[src/rtl/fadd_reduce_if.sv]
// Bundles the element stream, the external adder hookup and the result handshake.
// The master modport is the surrounding logic, the slave modport is fadd_reduce.
interface fadd_reduce_if;
    logic        in_valid;
    logic        in_ready;
    logic [31:0] in_data;
    logic        in_last;
    logic [31:0] add_a;
    logic [31:0] add_b;
    logic        add_op;
    logic [31:0] add_out;
    logic        out_valid;
    logic        out_ready;
    logic [31:0] out_data;

    modport master (
        output in_valid, in_data, in_last, add_out, out_ready,
        input  in_ready, add_a, add_b, add_op, out_valid, out_data
    );

    modport slave (
        input  in_valid, in_data, in_last, add_out, out_ready,
        output in_ready, add_a, add_b, add_op, out_valid, out_data
    );
endinterface

[src/rtl/fadd_reduce.sv]
// Float stream sum over a 4-deep external adder: 4 interleaved lanes, then a tree of the partials.
// Result 15 cycles after the last accept; input stalls from last accept until the result is taken.
module fadd_reduce (
    input  logic         clk,
    input  logic         rst,
    fadd_reduce_if.slave io
);
    typedef enum logic [1:0] {ACCUM, COLLECT, REDUCE, OUT} state_t;

    state_t      r_state;
    state_t      w_state_nxt;
    logic [1:0]  r_slot;
    logic [3:0]  r_live;
    logic [3:0]  r_cnt;
    logic [31:0] r_p [4];
    logic [31:0] r_r0;
    logic [31:0] r_out_data;

    logic        w_in_ready;
    logic        w_accept;
    logic        w_live_out;
    logic        w_issue_live;
    logic [31:0] w_add_a;
    logic [31:0] w_add_b;
    logic [31:0] w_masked_out;
    logic        w_out_hs;

    assign w_in_ready   = (r_state == ACCUM) && !rst;
    assign w_accept     = io.in_valid && w_in_ready;
    // Slot index repeats every 4 cycles, matching the adder depth, so this bit was written 4 cycles ago.
    assign w_live_out   = r_live[r_slot];
    assign w_masked_out = w_live_out ? io.add_out : 32'h0000_0000;
    assign w_out_hs     = (r_state == OUT) && io.out_ready;

    always_comb begin
        w_state_nxt  = r_state;
        w_add_a      = 32'h0000_0000;
        w_add_b      = 32'h0000_0000;
        w_issue_live = 1'b0;
        case (r_state)
            ACCUM: begin
                w_add_a      = w_accept ? io.in_data : 32'h0000_0000;
                w_add_b      = w_masked_out;
                w_issue_live = 1'b1;
                if (w_accept && io.in_last) begin
                    w_state_nxt = COLLECT;
                end
            end
            COLLECT: begin
                if (r_cnt == 4'd3) begin
                    w_state_nxt = REDUCE;
                end
            end
            REDUCE: begin
                case (r_cnt)
                    4'd4: begin
                        w_add_a = r_p[0];
                        w_add_b = r_p[1];
                    end
                    4'd5: begin
                        w_add_a = r_p[2];
                        w_add_b = r_p[3];
                    end
                    4'd9: begin
                        w_add_a = r_r0;
                        w_add_b = io.add_out;
                    end
                    default: begin
                    end
                endcase
                if (r_cnt == 4'd13) begin
                    w_state_nxt = OUT;
                end
            end
            OUT: begin
                if (w_out_hs) begin
                    w_state_nxt = ACCUM;
                end
            end
            default: begin
                w_state_nxt = ACCUM;
            end
        endcase
    end

    always_ff @(posedge clk or posedge rst) begin
        if (rst) begin
            r_state    <= ACCUM;
            r_slot     <= 2'd0;
            r_live     <= 4'd0;
            r_cnt      <= 4'd0;
            r_r0       <= 32'h0000_0000;
            r_out_data <= 32'h0000_0000;
            for (int k = 0; k < 4; k++) begin
                r_p[k] <= 32'h0000_0000;
            end
        end else begin
            r_state        <= w_state_nxt;
            r_slot         <= r_slot + 2'd1;
            r_live[r_slot] <= w_issue_live;
            r_cnt          <= (r_state == ACCUM) ? 4'd0 : r_cnt + 4'd1;
            if (r_state == COLLECT) begin
                r_p[r_cnt[1:0]] <= w_masked_out;
            end
            if ((r_state == REDUCE) && (r_cnt == 4'd8)) begin
                r_r0 <= io.add_out;
            end
            if ((r_state == REDUCE) && (r_cnt == 4'd13)) begin
                r_out_data <= io.add_out;
            end
        end
    end

    assign io.in_ready  = w_in_ready;
    assign io.add_a     = w_add_a;
    assign io.add_b     = w_add_b;
    assign io.add_op    = 1'b0;
    assign io.out_valid = (r_state == OUT);
    assign io.out_data  = r_out_data;
endmodule

[src/flat_wrapper.sv]
// flat-port wrapper written by rule: the top's interface ports become plain ports
module fadd_reduce_flat 
  (clk, rst, io_in_valid, io_in_data, io_in_last, io_add_out, io_out_ready, io_in_ready, io_add_a, io_add_b, io_add_op, io_out_valid, io_out_data);
  fadd_reduce_if io_i ();
  input  logic clk;
  input  logic rst;
  input wire logic [$bits(io_i.in_valid)-1:0] io_in_valid;
  input wire logic [$bits(io_i.in_data)-1:0] io_in_data;
  input wire logic [$bits(io_i.in_last)-1:0] io_in_last;
  input wire logic [$bits(io_i.add_out)-1:0] io_add_out;
  input wire logic [$bits(io_i.out_ready)-1:0] io_out_ready;
  output wire logic [$bits(io_i.in_ready)-1:0] io_in_ready;
  output wire logic [$bits(io_i.add_a)-1:0] io_add_a;
  output wire logic [$bits(io_i.add_b)-1:0] io_add_b;
  output wire logic [$bits(io_i.add_op)-1:0] io_add_op;
  output wire logic [$bits(io_i.out_valid)-1:0] io_out_valid;
  output wire logic [$bits(io_i.out_data)-1:0] io_out_data;
  assign io_i.in_valid = io_in_valid;
  assign io_i.in_data = io_in_data;
  assign io_i.in_last = io_in_last;
  assign io_i.add_out = io_add_out;
  assign io_i.out_ready = io_out_ready;
  assign io_in_ready = io_i.in_ready;
  assign io_add_a = io_i.add_a;
  assign io_add_b = io_i.add_b;
  assign io_add_op = io_i.add_op;
  assign io_out_valid = io_i.out_valid;
  assign io_out_data = io_i.out_data;
  fadd_reduce u_core (.clk(clk), .rst(rst), .io(io_i));
endmodule
[config.mk]
export PLATFORM = sky130hd
export DESIGN_NAME = fadd_reduce_flat
export DESIGN_NICKNAME = d
export VERILOG_FILES = /design/src/rtl/fadd_reduce_if.sv /design/src/rtl/fadd_reduce.sv /design/src/flat_wrapper.sv
export SDC_FILE = /design/constraint.sdc
export NUM_CORES = 1
export LEC_CHECK = 0
export ABC_AREA = 1
export CORE_MARGIN = 8
export CORE_UTILIZATION = 45
export DETAILED_ROUTE_END_ITERATION = 10
export PLACE_DENSITY = 0.69
export SLEW_MARGIN = 20
export SYNTH_ARGS = -nofsm -noshare
export SYNTH_HDL_FRONTEND = slang
export SYNTH_SLANG_ARGS = --single-unit
export TNS_END_PERCENT = 10
[constraint.sdc]
create_clock -name clk -period 8.3 [get_ports clk]
set_clock_uncertainty 0.15 [all_clocks]
set_input_delay 1.66 -clock clk [delete_from_list [all_inputs] [get_ports clk]]
set_output_delay 1.66 -clock clk [all_outputs]
set_load 0.05 [all_outputs]
==> metrics, run 1 <==
outcome=complete, no violations; min Tclk post-route=6.20 ns; RePlAce Congestion=0.807; dpl cell area=0.0123 mm2; worst endpoint required time=6.49 ns; R2R Setup Slk=4.71 ns; worst-case clock buffer depth=3; Post-synth EDFFs=0; row cnt=56; Leak Pwr=0.00658 uW; CTS tree=built; Syn-to-layout area delta=23.9%; Pre-antenna DRT Iters=5; fraction of layout cells with a size suffix above 1=6.34%; initial antenna violation count=0; slew margin rel.=33.9%; # diodes=0; Yosys reg bits=204; grt met3 use=4.21%; die height=169 um; Die Width=169 um; Crit-path slowest cell=nor2_4; Worst path top cell family by delay=buffers and inverters; Buf/Inv on CP=3; Final period util=74.7%; gr usage total=23.5%; ys async rst share=100%; Util after Layout=56.2%; switch share=43.9%; Residual DRC=0; CP Launch Type=register; starting density of the core=45.4%; Layout Cells excl Fill=1848; WL final=34.4 mm; max-slew violations=0; Crit. End Element=output port; Comb pwr share=39.9%; Sinks on Clock Net=204; Post-CTS Repair Setup Buffers=0; Clk pwr share=24.2%; detailed placement HPWL=21.0 mm; post-route ant nets=0; Max IR drop VDD=157 uV; Mapped Avg Cell Area=7.45 um2; Post-synth top flop=dfrtp_1; vias per inst=5.54; Worst path max stage delay=0.89 ns; largest net degree at the start of global routing=136; busiest grt layer=met2; DRT iter0 DRCs=1084; Max-Cap Viols=0; Hold Vio Cnt, Final=0; switching pwr=1970 uW; Buffers on Ports=166; YS warnings=0; critical path startpoint=u_core.r_cnt[3]$_DFF_PP0_; final global-route overflow total=0; GR Util met2=37.2%; worst-margin pin slew=0.992 ns; pwr/cell area=344 mW/mm2; Ports=168; fmax=161 MHz; number of global-route vias before repair=9734; Via Count=10200; most common cell in the synthesized netlist=nand2_1; Die ar.=0.0286 mm2; H-tree depth=1; Worst-Skew Late Latency=0.50 ns; Post-Syn Area=0.0106 mm2; critical-path cell list=clkinv_2 -> nor2_4 -> buf_4 -> nand3_1 -> nand3_1 -> nand2_1 -> nand2_1 -> clkdlybuf4s50_1; post-synthesis sequential area ratio=48.4%; crit path max fanout=52; placed cells=1807; area leader, netlist=dfrtp_1; first-pass GRT wire length=54.5 mm; setup-violating endpoint count in the final report=0; Hold WC Path Type=reg -> reg; hold_buf cts=0; met1 Usage GRT=33.0%; Synth area leaders=dfrtp_1 (48%), nand2_1 (23%), nand4_1 (7.8%); fin area=0.0131 mm2; top cell type's share of synthesized area=48.4%; Core ar.=0.0233 mm2; final setup TNS=0 ns; DR WL/cell=18.6 um; R2R Path Start=u_core.r_cnt[3]$_DFF_PP0_; syn nets=1499; Yosys cell types=20; total CTS buffers=23; commonest cells in the netlist=nand2_1 (657), dfrtp_1 (204), nand3_1 (133), nand4_1 (131), o21ai_0 (61); CTS clk-pin slew, worst paths=0.06 ns; crit path DAT=4.39 ns; hold path startpoint=u_core.r_p[107]$_DFFE_PP0P_; nets=1595; Synth Instances=1417; post_cts resized=0; RSZ-0062 raised after global routing=no; CTS root buf=clkbuf_16; register share of total power=35.9%; Crit Path Class=reg -> out; Int Pwr=2520 uW
[kinds of logic after synthesis]
family	after synthesis	synth area share, %
flip-flops	204	48.4
other	1	0.0355
buffers and inverters	160	6.67
AO/OA/AOI/OAI	73	3.46
adder cells (fa/ha/maj)	13	1.54
AND/OR/NAND/NOR	966	39.9
[state kept, by name, summed over array words and instances (netlist names)]
| register | flops |
|---|---|
| u_core.r_state | 2 |
| u_core.io.out_data | 32 |
| u_core.r_r0 | 32 |
| u_core.r_cnt | 4 |
| u_core.r_slot | 2 |
| u_core.r_p | 128 |
| u_core.r_live | 4 |
[worst reg2reg max path, delay by kind of cell (launching register included)]
family	cells	cell delay, ns
AOI/OAI and AO/OA	1	0.09
buffers and inverters	2	1.09
DFF	1	0.44
and+or+nand+nor	3	1.69
[cell usage in the layout (no fill, tap or decap), drive strengths merged]
master,netlist,layout
dfrtp,204,204
clkinv,0,2
clkbuf,45,36
bufinv,0,3
or2,1,1
nor2,42,42
nand4,132,132
nand2,657,657
conb,1,1
ha,13,13
nand3,134,134
o21ai,66,66
a21oi,7,7
clkdlybuf4s50,0,166
buf,67,17
inv,48,48
[metrics by stage]
step	total power (uW)	setup WS, ns	hold slack, ns
after detailed placement	3380	2.57	0.316
final	4490	2.10	0.330
after global routing	4730	1.86	0.339
after floorplan	2830	0.904	0.299
after global placement	3340	2.64	0.312
after CTS	4490	2.15	0.332
[power groups by stage]
stage	clock network [uW]	registers, uW	logic [uW]
after CTS	1100	1600	1780
after detailed placement	0	1610	1770
after global routing	1130	1650	1950
final	1090	1610	1790
after floorplan	0	1560	1270
after global placement	0	1600	1740
[worst paths after layout]
kind	end	cells after the start
setup / recovery	io_add_b[14]	8
hold / removal	u_core.r_p[107]$_DFFE_PP0P_	2
setup reg to reg	u_core.r_r0[22]$_DFFE_PP0P_	6
hold reg to reg	u_core.r_p[107]$_DFFE_PP0P_	2
max in group asynchronous	u_core.io.out_data[19]$_DFFE_PP0P_	3
min in group asynchronous	u_core.r_state[1]$_DFFE_PP0P_	2
[per-layer routing]
layer	vias up	routed length, um
met4	0	568
met5	-	0
met2	466	15600
met1	4922	15100
li1	4805	-
met3	49	3070
[cell type report]
cell class / instances / area, um2
Fill cell: 2211 / 10200
Tap cell: 319 / 399
Clock inverter: 5 / 104
Inverter: 48 / 189
Multi-Input combinational cell: 1053 / 4790
Timing Repair Buffer: 183 / 1790
Clock buffer: 36 / 704
Sequential cell: 204 / 5110
No activity file was read; power rests on OpenSTA's default activity.
==> run 2, diff against run 1 <==
Settings changed: PLACE_DENSITY 0.69 to 0.72.
Clock period 8.3 ns to 5.2 ns, I/O delays scaled along.
==> run 2 against run 1 <==
  * Power up 57%
  * Largest cell class unchanged
  * Count of clock-buffer cells in the layout decreased by 2
  * Cell count rose by 0.27%
  * First-iteration DRC count is 18% higher
  * Design area is essentially flat
  * Clock power increased by 39%
  * Critical endpoint is now io_add_b[15]
  * Largest power group unchanged
  * Die area did not move
  * Setup slack worse by 1.5 ns
  * Sequential share of layout area about the same
  * Highest routed layer unchanged
  * Routed wire length shrank 0.23%
==> metrics, run 2 (synthesis results as in run 1) <==
Met3 Wirelength=3.37 mm (was 3.07 mm); Max IR drop VDD=285 uV (was 157 uV); Final period util=88.8%; crit path DAT=3.43 ns (was 4.39 ns); Max-Cap Viols=0 (unchanged); crit path max fanout=29 (was 52); most frequent cells in the layout=nand2_1 (656), dfrtp_1 (203), clkdlybuf4s50_1 (159), nand3_1 (133), nand4_1 (131) (was nand2_1 (656), dfrtp_1 (203), clkdlybuf4s50_1 (166), nand3_1 (133), nand4_1 (131)); crit-path most repeated cell=nand2_1; Layout Cells excl Fill=1853 (was 1848); Most flops, register=u_core.r_p (unchanged); most common cell after layout, fill and taps aside=nand2_1 (unchanged); Residual DRC=0 (unchanged); Core ar.=0.0233 mm2 (unchanged); max-slew violations=0 (unchanged); fmax=216 MHz; setup-violating endpoint count in the final report=0 (unchanged); wire length on met2=15.5 mm (was 15.6 mm); gr usage total=23.7% (was 23.5%); RSZ-0062 raised after global routing=no (unchanged); first-pass GRT wire length=54.7 mm (was 54.5 mm); # fillers=2178 (was 2211); Crit. End Element=output port (unchanged); detailed placement HPWL=21.0 mm (about the same); Crit-path slowest cell=clkdlybuf4s50_1 (was nor2_4); final setup TNS=0 ns (unchanged); number of global-route vias before repair=9676 (was 9734); Die ar.=0.0286 mm2 (unchanged); worst-margin pin slew=1.12 ns (was 0.992 ns); hold_buf cts=0 (unchanged); Crit Path Class=reg -> out (unchanged); starting density of the core=45.4% (unchanged); min Tclk post-route=4.62 ns; Max Used Layer=met4 (unchanged); worst-case clock buffer depth=3 (unchanged); CP Launch Type=register (unchanged); WL final=34.3 mm (was 34.4 mm); Design Power=7030 uW (was 4490 uW); pwr/cell area=538 mW/mm2 (was 344 mW/mm2); fraction of layout cells with a size suffix above 1=7.04% (was 6.34%); Sinks on Clock Net=204 (unchanged); # diodes=0 (unchanged); Die Width=169 um (unchanged); post_cts resized=0 (unchanged); dpl cell area=0.0124 mm2 (was 0.0123 mm2); slew margin rel.=24.8% (was 33.9%); M1 WL=14.9 mm (was 15.1 mm); initial antenna violation count=0 (unchanged); Hold Vio Cnt, Final=0 (unchanged); CTS tree=built (unchanged); row cnt=56 (unchanged); Worst path max stage delay=0.85 ns (was 0.89 ns); Worst-Skew Late Latency=0.50 ns (about the same); CTS root buf=clkbuf_16 (unchanged); outcome=complete, no violations (unchanged); H-tree depth=1 (unchanged); die height=169 um (unchanged); vias per inst=5.56 (was 5.54); RePlAce Congestion=0.794 (was 0.807); Syn-to-layout area delta=23.9% (about the same); Via Count=10300 (was 10200); Hold WC Path Type=reg -> reg (unchanged); placed cells=1812 (was 1807); max reg flops=128 (unchanged); Pre-antenna DRT Iters=6 (was 5); DRT iter0 DRCs=1284 (was 1084); DR WL/cell=18.5 um (was 18.6 um); Buffers on Ports=166 (unchanged); CTS clk-pin slew, worst paths=0.06 ns (about the same); final global-route overflow total=0 (unchanged); post-route ant nets=0 (unchanged); Post-CTS Repair Setup Buffers=0 (unchanged); nets=1600 (was 1595); total CTS buffers=22 (was 23); Leak Pwr=0.00660 uW (was 0.00658 uW); worst endpoint required time=4.01 ns (was 6.49 ns); fin area=0.0131 mm2 (about the same); largest net degree at the start of global routing=205 (was 136); critical-path cell list=inv_2 -> nand2_1 -> nand3_1 -> nand2_2 -> nor2_2 -> nand2_1 -> nand2_1 -> clkdlybuf4s50_1 (was clkinv_2 -> nor2_4 -> buf_4 -> nand3_1 -> nand3_1 -> nand2_1 -> nand2_1 -> clkdlybuf4s50_1); Ports=168 (unchanged)
## run 2: cell count changes in the layout (fill, tap and decap cells not counted), moves of 3 or more
cell             delta
clkdlybuf4s50_1     -7
buf_12              +6
buf_4               +6
clkinv_2            +5
bufinv_16           -3
clkbuf_8            -3
## run 2: power by group
group / switching, uW / internal [uW]
registers: 379 / 2170
clock network: 630 / 881
logic: 2130 / 842
## run 2: critical path, delay by kind of cell (launching register included)
kind                   cells  cell delay, ns
and+or+nand+nor            6            1.54
buffers and inverters      2            0.97
DFF                        1            0.42
## run 2: metal layers
layer / vias to the layer above / GRT usage, %
li1: 4817 / -
met1: 4926 / 33.6
met2: 514 / 36.6
met3: 45 / 4.49
met4: 0 / 6.00
met5: - / 0
## run 2: through the flow
| step | hold slack (ns) | util, % | worst slack [ns] |
|---|---|---|---|
| floorplan | 0.299 | - | 0.463 |
| global placement | 0.312 | 53.1 | 0.867 |
| detailed placement | 0.316 | 53.1 | 0.759 |
| CTS | 0.332 | 56.1 | 0.588 |
| global route | 0.342 | 56.2 | 0.434 |
| finish | 0.328 | 56.2 | 0.580 |
## run 2: cell type report
| cell class | count | area [um2] | area share, % |
|---|---|---|---|
| Tap cell | 319 | 399 | 3.05 |
| Clock inverter | 6 | 30.0 | 0.230 |
| Clock buffer | 34 | 667 | 5.10 |
| Timing Repair Buffer | 189 | 1910 | 14.6 |
| Multi-Input combinational cell | 1053 | 4780 | 36.5 |
| Sequential cell | 204 | 5110 | 39.0 |
| Inverter | 48 | 185 | 1.42 |
## run 2: worst paths after layout
check / from / to / slack, ns / cells after the start
worst min register to register: u_core.r_p[4]$_DFFE_PP0P_ / u_core.r_p[4]$_DFFE_PP0P_ / 0.33 / 2
min in group asynchronous: rst / u_core.r_p[57]$_DFFE_PP0P_ / 0.90 / 3
worst max-delay path: u_core.r_slot[0]$_DFF_PP0_ / io_add_b[15] / 0.58 / 8
max in group asynchronous: rst / u_core.io.out_data[10]$_DFFE_PP0P_ / 3.00 / 4
worst max register to register: u_core.r_cnt[1]$_DFF_PP0_ / u_core.r_p[68]$_DFFE_PP0P_ / 2.19 / 9
worst min-delay path: u_core.r_p[4]$_DFFE_PP0P_ / u_core.r_p[4]$_DFFE_PP0P_ / 0.33 / 2
==> run 3, diff against run 2 <==
Settings changed: GPL_ROUTABILITY_DRIVEN from default to 0.
==> results of run 3 <==
The final DEF is identical to that of run 2; final timing and power are the same.
